<file path="src/rtl/dac_seq_pkg.sv">
// Shared definitions for the DAC sequencer: FSM state encoding, frame field
// positions and the request-to-frame packing helper.
package dac_seq_pkg;

   typedef enum logic [2:0] {
      ST_IDLE = 3'd0,
      ST_LOAD = 3'd1,
      ST_TRIG = 3'd2,
      ST_WAIT = 3'd3,
      ST_GAP  = 3'd4
   } dac_state_t;

   localparam int FRAME_W      = 32;
   localparam int ENTRY_W      = 20;
   localparam int FRM_CMD_LSB  = 20;
   localparam int FRM_ADDR_LSB = 16;
   localparam int FRM_DATA_LSB = 4;

   // FIFO entry layout is {cmd[3:0], addr[3:0], data[11:0]}
   function automatic logic [FRAME_W-1:0] build_frame(input logic [ENTRY_W-1:0] entry);
      logic [FRAME_W-1:0] f;
      f = '0;
      f[FRM_CMD_LSB  +: 4]  = entry[19:16];
      f[FRM_ADDR_LSB +: 4]  = entry[15:12];
      f[FRM_DATA_LSB +: 12] = entry[11:0];
      return f;
   endfunction

endpackage

</file>
<file path="src/rtl/dac_req_fifo.sv">
// Synchronous request FIFO (power-of-two depth) with full/empty flags and a
// registered ready that never depends combinationally on the push request.
module dac_req_fifo
   import dac_seq_pkg::*;
#(
   parameter int DEPTH = 4,
   parameter int DW    = ENTRY_W
) (
   input  logic          i_clk,
   input  logic          i_rst_n,
   input  logic          i_push,
   input  logic [DW-1:0] i_data,
   input  logic          i_pop,
   output logic [DW-1:0] o_data,
   output logic          o_full,
   output logic          o_empty,
   output logic          o_ready
);

   localparam int AW = $clog2(DEPTH);
   localparam int CW = AW + 1;

   logic [DW-1:0] r_mem [DEPTH];
   logic [AW-1:0] r_wr_ptr;
   logic [AW-1:0] r_rd_ptr;
   logic [CW-1:0] r_count;
   logic [CW-1:0] w_count_nxt;
   logic          r_ready;
   logic          w_push;
   logic          w_pop;

   assign o_full  = (r_count == CW'(DEPTH));
   assign o_empty = (r_count == '0);
   assign o_ready = r_ready;
   assign o_data  = r_mem[r_rd_ptr];
   assign w_push  = i_push && !o_full;
   assign w_pop   = i_pop && !o_empty;

   always_comb begin
      w_count_nxt = r_count;
      if (w_push && !w_pop) begin
         w_count_nxt = r_count + 1'b1;
      end else if (!w_push && w_pop) begin
         w_count_nxt = r_count - 1'b1;
      end
   end

   always_ff @(posedge i_clk) begin
      if (w_push) begin
         r_mem[r_wr_ptr] <= i_data;
      end
   end

   // ready is held low in reset and follows the next occupancy afterwards
   always_ff @(posedge i_clk or negedge i_rst_n) begin
      if (!i_rst_n) begin
         r_wr_ptr <= '0;
         r_rd_ptr <= '0;
         r_count  <= '0;
         r_ready  <= 1'b0;
      end else begin
         if (w_push) begin
            r_wr_ptr <= r_wr_ptr + 1'b1;
         end
         if (w_pop) begin
            r_rd_ptr <= r_rd_ptr + 1'b1;
         end
         r_count <= w_count_nxt;
         r_ready <= (w_count_nxt != CW'(DEPTH));
      end
   end

endmodule

</file>
<file path="src/rtl/dac_seq.sv">
// DAC frame sequencer: queues requests, launches SPI frames with a guard gap.
// Optional echo readback check is built when DAC_SEQ_READBACK_EN is defined.
//
// state | meaning
// IDLE  | waiting for a queued request
// LOAD  | pop FIFO, register frame
// TRIG  | one-cycle start pulse to SPI engine
// WAIT  | frame in flight, wait for spi_done
// GAP   | enforced idle time before next frame
module dac_seq
   import dac_seq_pkg::*;
#(
   parameter int WIDTH      = 32,
   parameter int FIFO_DEPTH = 4,
   parameter int GAP_CYCLES = 4
) (
   input  logic             CLK50MHZ,
   input  logic             RST,
   input  logic             req_valid,
   output logic             req_ready,
   input  logic [3:0]       req_cmd,
   input  logic [3:0]       req_addr,
   input  logic [11:0]      req_data,
   output logic [WIDTH-1:0] spi_data_in,
   output logic             spi_trig,
   input  logic             spi_done,
   input  logic [WIDTH-1:0] spi_data_out,
   output logic             busy,
   output logic [15:0]      xfer_count,
   input  logic             rb_clear,
   output logic             rb_error
);

   localparam int GW = (GAP_CYCLES > 1) ? $clog2(GAP_CYCLES) : 1;

   dac_state_t         r_state;
   logic [WIDTH-1:0]   r_frame;
   logic               r_trig;
   logic [GW-1:0]      r_gap_cnt;
   logic [15:0]        r_xfer_cnt;

   logic               w_fifo_ready;
   logic               w_fifo_full;
   logic               w_fifo_empty;
   logic [ENTRY_W-1:0] w_fifo_data;
   logic               w_push;
   logic               w_pop;
   logic               w_done_ok;
   logic [WIDTH-1:0]   w_frame;

   assign w_push    = req_valid && w_fifo_ready;
   assign w_pop     = (r_state == ST_LOAD);
   assign w_done_ok = (r_state == ST_WAIT) && spi_done;
   assign w_frame   = WIDTH'(build_frame(w_fifo_data));

   dac_req_fifo #(
      .DEPTH (FIFO_DEPTH),
      .DW    (ENTRY_W)
   ) u_fifo (
      .i_clk   (CLK50MHZ),
      .i_rst_n (RST),
      .i_push  (w_push),
      .i_data  ({req_cmd, req_addr, req_data}),
      .i_pop   (w_pop),
      .o_data  (w_fifo_data),
      .o_full  (w_fifo_full),
      .o_empty (w_fifo_empty),
      .o_ready (w_fifo_ready)
   );

   always_ff @(posedge CLK50MHZ or negedge RST) begin
      if (!RST) begin
         r_state    <= ST_IDLE;
         r_frame    <= '0;
         r_trig     <= 1'b0;
         r_gap_cnt  <= '0;
         r_xfer_cnt <= '0;
      end else begin
         r_trig <= 1'b0;
         case (r_state)
            ST_IDLE: begin
               if (!w_fifo_empty) begin
                  r_state <= ST_LOAD;
               end
            end
            ST_LOAD: begin
               r_frame <= w_frame;
               r_trig  <= 1'b1;
               r_state <= ST_TRIG;
            end
            ST_TRIG: begin
               r_state <= ST_WAIT;
            end
            ST_WAIT: begin
               if (w_done_ok) begin
                  r_xfer_cnt <= r_xfer_cnt + 16'd1;
                  r_gap_cnt  <= GW'(GAP_CYCLES - 1);
                  r_state    <= ST_GAP;
               end
            end
            ST_GAP: begin
               if (r_gap_cnt == '0) begin
                  r_state <= ST_IDLE;
               end else begin
                  r_gap_cnt <= r_gap_cnt - 1'b1;
               end
            end
            default: begin
               r_state <= ST_IDLE;
            end
         endcase
      end
   end

   assign req_ready   = w_fifo_ready;
   assign spi_data_in = r_frame;
   assign spi_trig    = r_trig;
   assign busy        = (r_state != ST_IDLE) || !w_fifo_empty;
   assign xfer_count  = r_xfer_cnt;

`ifdef DAC_SEQ_READBACK_EN
   logic [WIDTH-1:0] r_prev_frame;
   logic             r_prev_valid;
   logic             r_rb_error;

   // the DAC echoes the previous frame, so the first frame has nothing to match
   always_ff @(posedge CLK50MHZ or negedge RST) begin
      if (!RST) begin
         r_prev_frame <= '0;
         r_prev_valid <= 1'b0;
         r_rb_error   <= 1'b0;
      end else begin
         if (w_done_ok) begin
            r_prev_frame <= r_frame;
            r_prev_valid <= 1'b1;
         end
         if (w_done_ok && r_prev_valid && (spi_data_out != r_prev_frame)) begin
            r_rb_error <= 1'b1;
         end else if (rb_clear) begin
            r_rb_error <= 1'b0;
         end
      end
   end

   assign rb_error = r_rb_error;
`else
   logic w_unused;
   assign w_unused = &{1'b0, rb_clear, spi_data_out, w_fifo_full};
   assign rb_error = 1'b0;
`endif

endmodule

</file>
<file path="config.mk">
export PLATFORM = sky130hd
export DESIGN_NAME = dac_seq
export DESIGN_NICKNAME = d
export VERILOG_FILES = /design/src/rtl/dac_seq_pkg.sv /design/src/rtl/dac_req_fifo.sv /design/src/rtl/dac_seq.sv
export SDC_FILE = /design/constraint.sdc
export NUM_CORES = 1
export LEC_CHECK = 0
export CORE_MARGIN = 10
export CORE_UTILIZATION = 50
export CTS_CLUSTER_SIZE = 14
export DETAILED_ROUTE_END_ITERATION = 8
export PLACE_DENSITY = 0.83
export SLEW_MARGIN = 20
export SYNTH_ARGS = -nofsm -noshare
export SYNTH_HDL_FRONTEND = slang
export SYNTH_HIERARCHICAL = 1
export SYNTH_SLANG_ARGS = --single-unit
</file>
<file path="constraint.sdc">
create_clock -name CLK50MHZ -period 2.9 [get_ports CLK50MHZ]
set_input_delay 0.725 -clock CLK50MHZ [delete_from_list [all_inputs] [get_ports CLK50MHZ]]
set_output_delay 0.725 -clock CLK50MHZ [all_outputs]
set_load 0.01 [all_outputs]
</file>
Word level (Yosys, flattened, before mapping) --
Memories as Yosys holds them, arrays and structs flattened. A register that Yosys moved wholly into a read port is not among the register bits. Index checks and enable logic that the tools add are counted. W data, S select, Z words.
Word-level totals: logic and storage cells 57, bits in writable memories 80, memories 1, output and inout bits 52, input port bits 57, register bits 30
Memories:
- u_fifo.r_mem | words 4, width 20, rd ports 1, clocked after Yosys merged registers in 1, wr ports 1, RTL line dac_req_fifo.sv:23 | logic [DW-1:0] r_mem [DEPTH];
Operators by class: equality and inequality tests 10, reduce and logical (&&, ||, !) cells 20, multiplexer cells 12, add/sub/neg operators 6
Operators by type and width (number):
- $add A16 B1 Y16 const B | 1
- $mux W3 | 5
- $pmux W3 S5 | 1
- $ne A2 B2 Y1 const B | 4
- $eq A3 B2 Y1 const B | 2
- $eq A3 B3 Y1 const B | 2
- $logic_and A1 B1 Y1 | 6
- $logic_not A3 Y1 | 2
- $reduce_and A3 Y1 | 2
- $logic_not A1 Y1 | 5
- $add A2 B1 Y2 const B | 2
- $mux W2 | 2
- $pmux W2 S2 | 1
- $add A3 B1 Y3 const B | 1
- $eq A3 B1 Y1 const B | 1
- $mux W1 | 3
- $ne A3 B3 Y1 const B | 1
- $reduce_bool A3 Y1 | 1
- $sub A3 B1 Y3 const B | 1
- $logic_not A2 Y1 | 1
- $reduce_and A2 Y1 | 1
- $reduce_bool A2 Y1 | 1
- $sub A2 B1 Y2 const B | 1
- $logic_or A1 B1 Y1 | 1

Longest topological paths before layout --
Gate-level depths: netlist (run 1).
depth in word-level cells 8, mapped depth 7, mapped depth without buffers 7

Modules after synthesis --
Netlist (run 1), hierarchy kept.
By module, submodules not included:
- dac_req_fifo | area each 3447.1 um^2, cells an instance 157, instances 1, seq. area each 2602.5 um^2
- dac_seq | area each 1839.3 um^2, cells an instance 140, instances 1, seq. area each 1051.0 um^2

Worst setup path after synthesis (run 1) --
OpenSTA, ideal clock, no wires.
path kind input -> register, start in req_valid, end mem u_fifo/r_mem[0][0] (netlist name), enable pin, path buffers 0, path slack 0.933 ns, arrival 1.622 ns, stages on the path 3, required time 2.554 ns, library setup time 0.346 ns, cell sequence and2_1 a21boi_2 and2_2
Between the ends: cells in the longest elaborated chain, start to end 4
RTL lines:
- start, declared | RTL line dac_seq.sv:19 | input logic req_valid,
- $logic_and A1 B1 Y1 | RTL line dac_seq.sv:51 | assign w_push = req_valid && w_fifo_ready;
- $logic_and A1 B1 Y1 | RTL line dac_req_fifo.sv:36 | assign w_push = i_push && !o_full;
- $mux W1 | RTL line dac_req_fifo.sv:49 | if (w_push) begin
- $mux W1 (implied by the code) | RTL line dac_req_fifo.sv:50 | r_mem[r_wr_ptr] <= i_data;
- end, declared | RTL line dac_req_fifo.sv:23
Every way passes these cells.

Worst setup path in the final report (run 1) --
start reg u_fifo.r_count[0], end out busy
Between the ends: cells in the longest elaborated chain, start to end 3
RTL lines:
- start, declared | RTL line dac_req_fifo.sv:26 | logic [CW-1:0] r_count;
- start signal, assigned | RTL line dac_req_fifo.sv:68 | r_count <= w_count_nxt;
- $logic_not A3 Y1 | RTL line dac_req_fifo.sv:33 | assign o_empty = (r_count == '0);
- via w_fifo_empty | RTL line dac_seq.sv:44 | logic w_fifo_empty;
- $logic_not A1 Y1 | RTL line dac_seq.sv:118 | assign busy = (r_state != ST_IDLE) || !w_fifo_empty;
- $logic_or A1 B1 Y1 | RTL line dac_seq.sv:118
- end, declared | RTL line dac_seq.sv:28 | output logic busy,
The timed path passes the listed nets, and every way through them passes these cells.

==> results of run 1 <==
[layout make-up]
type	instances	area (µm²)
clock buffers	17	414
well taps	136	170
clock inverters	15	173
multi-input cells	151	1530
inverters	8	30.0
flip-flops and latches	130	3650
repair buffers	78	748
fillers	712	3610
[report_power, final]
| group | switching, µW | leakage (µW) | internal [µW] |
|---|---|---|---|
| logic | 968 | 0.000932 | 1240 |
| registers | 343 | 0.00134 | 2490 |
| clock network | 837 | 0.000278 | 1250 |
[sequential cells by signal, summed over array words and instances (netlist names)]
signal,cells
r_gap_cnt,2
r_state,3
spi_data_in,20
spi_trig,1
u_fifo/o_ready,1
u_fifo/r_count,3
u_fifo/r_mem,80
u_fifo/r_rd_ptr,2
u_fifo/r_wr_ptr,2
xfer_count,16
[cell usage in the layout, fill, tap and decap left out, types with 3 or more instances in the layout]
cell type and count:
nor2_1 11, nand2_1 9, a21oi_1 3, clkbuf_16 16, xor2_1 5, inv_6 5, edfxtp_1 80, ha_1 8
and2_2 4, dfrtp_1 50, inv_1 6, xnor2_1 14, nand3_1 5, clkdlybuf4s50_1 61, clkinv_4 4, buf_4 15
mux2_2 21, mux4_2 20, clkinvlp_4 3, conb_1 13
[worst max-delay path: stages, from the launching register on]
cell	delay [ns]
dfrtp_1	0.41
inv_2	0.13
ha_4	0.18
nand2b_2	0.13
inv_2	0.12
nand3b_1	0.09
clkdlybuf4s50_1	0.49
[stage by stage]
step / hold WS [ns] / area (µm²) / total power (µW) / worst slack, ns / cells
global route: 0.255 / 6720 / 7510 / 0.0114 / 535
detailed placement: 0.463 / 6110 / 5050 / 0.394 / 502
finish: 0.215 / 6720 / 7120 / 0.114 / 535
floorplan: 0.429 / 5330 / 4130 / 0.933 / 308
CTS: 0.222 / 6710 / 7210 / 0.0200 / 534
global placement: 0.454 / 6110 / 4950 / 0.445 / 502
[final timing paths]
| check | from | end | cells past startpoint |
|---|---|---|---|
| setup / recovery | u_fifo/r_count[0] | busy | 6 |
| hold / removal | RST | spi_data_in[7] | 1 |
| setup reg to reg | r_state[0] | u_fifo/o_ready | 6 |
| hold reg to reg | xfer_count[15] | xfer_count[15] | 1 |
| max in group asynchronous | RST | u_fifo/r_wr_ptr[1] | 2 |
| min in group CLK50MHZ | xfer_count[15] | xfer_count[15] | 1 |
[what timing repair did]
item | CTS | global route
resized for setup | 3 | 0
endpoints found under the setup margin | 1 | 1
setup buffers | 0 | 1
[routing by layer]
metal	track usage	up-vias	part of all wire
met3	0.0537	9	0.068
met2	0.245	79	0.51
met1	0.172	1452	0.42
li1	-	1283	-
met5	0	-	0
met4	0.0486	0	0.0075
==> impl_metrics.ini, run 1 <==
[power_and_ir_drop]
powerDensity_mw_per_mm2 = 1060
power.leakage_uw = 0.00255
vdd.ir_drop.worst_mv = 0.690

[synth]
synth_area_mm2 = 0.00528
avgSynthCellArea_um2 = 17.8
synthCells = 296
yosys_warnings = 6

[timing]
tightestPinTransition_ns = 0.623
finClkSkew_ns = 0.00934
hold_viol_final = 0
relSlewSlack = 0.585
setup_viol = 0
finalSetupTns_ns = 0
fmax_mhz = 359
grt_setup_unrepaired = no
post-route-period-util = 0.961
fin_crit_ns = 2.79
drv_slew = 0

[critical_path]
path_max_fanout = 6
reg2reg_setup_slack_ns = 0.87
cp.arrival_ns = 2.06
start_kind = register
worstSetupEndpointType = primary output
critical_path_required_ns = 2.17
worstSetupPathType = register to primary output

[floorplanning]
core_mm2 = 0.0103
initial_utilization = 0.511
die-area_mm2 = 0.0151
die_w_um = 123
core.rowCount = 37
die_h_um = 123
io_pins = 109

[global_route]
grt_max_degree = 27
grt_first_pass_wirelength_um = 16800
antenna_found_initial = 0
grt_use_total = 0.146
grt_pass1_vias = 3121
grt-ovfl-total = 0

[drt]
drt_iter0_markers = 183
drt_wl_total_um = 10300
drt.antenna.violating_nets = 0
drt_pass1_iterations = 4
vias = 2823
wl_per_cell_um = 19.2
drcViolationCount = 0
routed_via_density = 5.28

[clock_tree]
cts_buffer_depth = 2
cts_sinks = 130
htreeDepth = 4
clkSlewWorstSetupHoldPaths_ns = 0.06
numCtsBuffers = 17
cts_hold_buffers = 0
clock_latency_ns = 0.51
cts_tree = yes
root_buffer = clkbuf_8

[finish]
diodes = 0
utilization = 0.651
syn_to_final_growth_pct = 27.2
drive_gt1_frac = 0.273
final_nets = 452

[min_path]
min_path_type = input pin to async pin

[placement]
post-dp-hpwl_um = 6990
place_congestion = 0.732
portBuffers = 62

[status]
status = finished, final reports clean

[run]
cap_violations = 0
Power figures use the tool's default switching activity.
==> run 2: changes to the inputs <==
- CORE_UTILIZATION: 50 -> 45
- PLACE_DENSITY: 0.83 -> 0.77
==> impl_metrics.ini, run 2 (synthesis gave the netlist of run 1 again) <==
[power_and_ir_drop]
fin_total_pwr_uw = 7050
p_sw_frac = 0.293
p_clk_frac = 0.293
p_int_uw = 4980
comb_power_share = 0.316
seqPwrFrac = 0.392
power_switching_uw = 2070
power.leakage_uw = 0.00254
vdd.ir_drop.worst_mv = 0.577
powerDensity_mw_per_mm2 = 1050

[finish]
final_common_cell = edfxtp_1
syn_to_final_growth_pct = 27.3
final_nets = 450
largest_reg_flops = 80
drive_gt1_frac = 0.262
fin_cells = 540
diodes = 0
utilization = 0.586
top_register = u_fifo/r_mem
stdcell_area_mm2 = 0.00672
final_cell_mix = 80 x edfxtp_1, 61 x clkdlybuf4s50_1, 50 x dfrtp_1, 21 x mux2_2, 20 x mux4_2

[clock_tree]
htreeDepth = 4
cts_buffer_depth = 2
cts_sinks = 130
cts_tree = yes
cts_hold_buffers = 0
root_buffer = clkbuf_16
cts_resized = 0
clock_latency_ns = 0.41
clkSlewWorstSetupHoldPaths_ns = 0.06
cts_setup_buffers = 0
numCtsBuffers = 17

[global_route]
grt_first_pass_wirelength_um = 16000
grt_pass1_vias = 2984
antenna_found_initial = 0
grt_max_degree = 29
grt-ovfl-total = 0
grt_use_total = 0.126

[floorplanning]
die_w_um = 128
core_mm2 = 0.0115
die-area_mm2 = 0.0165
die_h_um = 128
core.rowCount = 39
io_pins = 109
initial_utilization = 0.460

[timing]
relSlewSlack = 0.563
fin_crit_ns = 2.73
fmax_mhz = 367
setup_viol = 0
post-route-period-util = 0.940
finClkSkew_ns = 0.00995
grt_setup_unrepaired = no
tightestPinTransition_ns = 0.655
finalSetupTns_ns = 0
hold_viol_final = 0
drv_slew = 0

[drt]
drt_wl_total_um = 9920
drt.antenna.violating_nets = 0
wl_per_cell_um = 18.4
drt_pass1_iterations = 4
drcViolationCount = 0
routed_via_density = 5.16
vias = 2787
drt_iter0_markers = 148

[min_path]
min_path_type = input pin to async pin

[critical_path]
cp.arrival_ns = 2.00
critical_path_required_ns = 2.17
setup.worst_path.start = u_fifo/r_count[0]
worstSetupPathType = register to primary output
worstSetupEndpointType = primary output
start_kind = register
path_max_fanout = 6
r2r-start = u_fifo/r_count[0]

[status]
status = finished, final reports clean

[placement]
place_area_mm2 = 0.00612
post-dp-hpwl_um = 6860
place_congestion = 0.730
dpl.cell_count = 508
portBuffers = 62

[run]
cap_violations = 0
## run 2: final cells by class
| class | count | area [µm²] |
|---|---|---|
| Clock buffer | 17 | 425 |
| Multi-Input combinational cell | 151 | 1530 |
| Inverter | 8 | 30.0 |
| Sequential cell | 130 | 3650 |
| Clock inverter | 15 | 159 |
| Fill cell | 878 | 4750 |
| Tap cell | 143 | 179 |
| Timing Repair Buffer | 76 | 746 |
## run 2: critical path, stage by stage (launching register included)
cell and delay (ns):
dfrtp_1 0.40, inv_1 0.17, ha_4 0.20, nand2b_2 0.12, inv_2 0.11, nand3b_1 0.10, clkdlybuf4s50_1 0.49
## run 2: worst paths after layout
| check | to | slack, ns | cells past startpoint |
|---|---|---|---|
| hold reg to reg | xfer_count[15] | 0.47 | 1 |
| min in group CLK50MHZ | xfer_count[15] | 0.47 | 1 |
| setup reg to reg | u_fifo/r_mem[1][8] | 0.99 | 5 |
| hold / removal | xfer_count[3] | 0.34 | 1 |
| setup / recovery | busy | 0.17 | 6 |
| max in group asynchronous | spi_data_in[23] | 1.90 | 2 |
## run 2: through the flow
stage,hold slack (ns),worst slack [ns]
global placement,0.456,0.294
finish,0.344,0.173
CTS,0.351,0.0533
global route,0.382,0.0341
detailed placement,0.466,0.271
floorplan,0.429,0.933
## run 2: per-layer routing
| metal | part of all wire | track usage | vias up | wire (µm) |
|---|---|---|---|---|
| met4 | 0.010 | 0.0530 | 0 | 99 |
| met3 | 0.088 | 0.0533 | 9 | 875 |
| met1 | 0.40 | 0.144 | 1420 | 3980 |
| met2 | 0.50 | 0.205 | 90 | 4960 |
| li1 | - | - | 1268 | - |
| met5 | 0 | 0 | - | 0 |
## run 2: power groups by stage
stage | Clock [µW] | Combinational, µW | Sequential [µW]
2_1_floorplan | 0 | 1290 | 2840
3_3_place_gp | 0 | 2180 | 2770
3_5_place_dp | 0 | 2240 | 2800
4_1_cts | 2110 | 2250 | 2760
5_1_grt | 2190 | 2420 | 2820
6_report | 2060 | 2230 | 2760
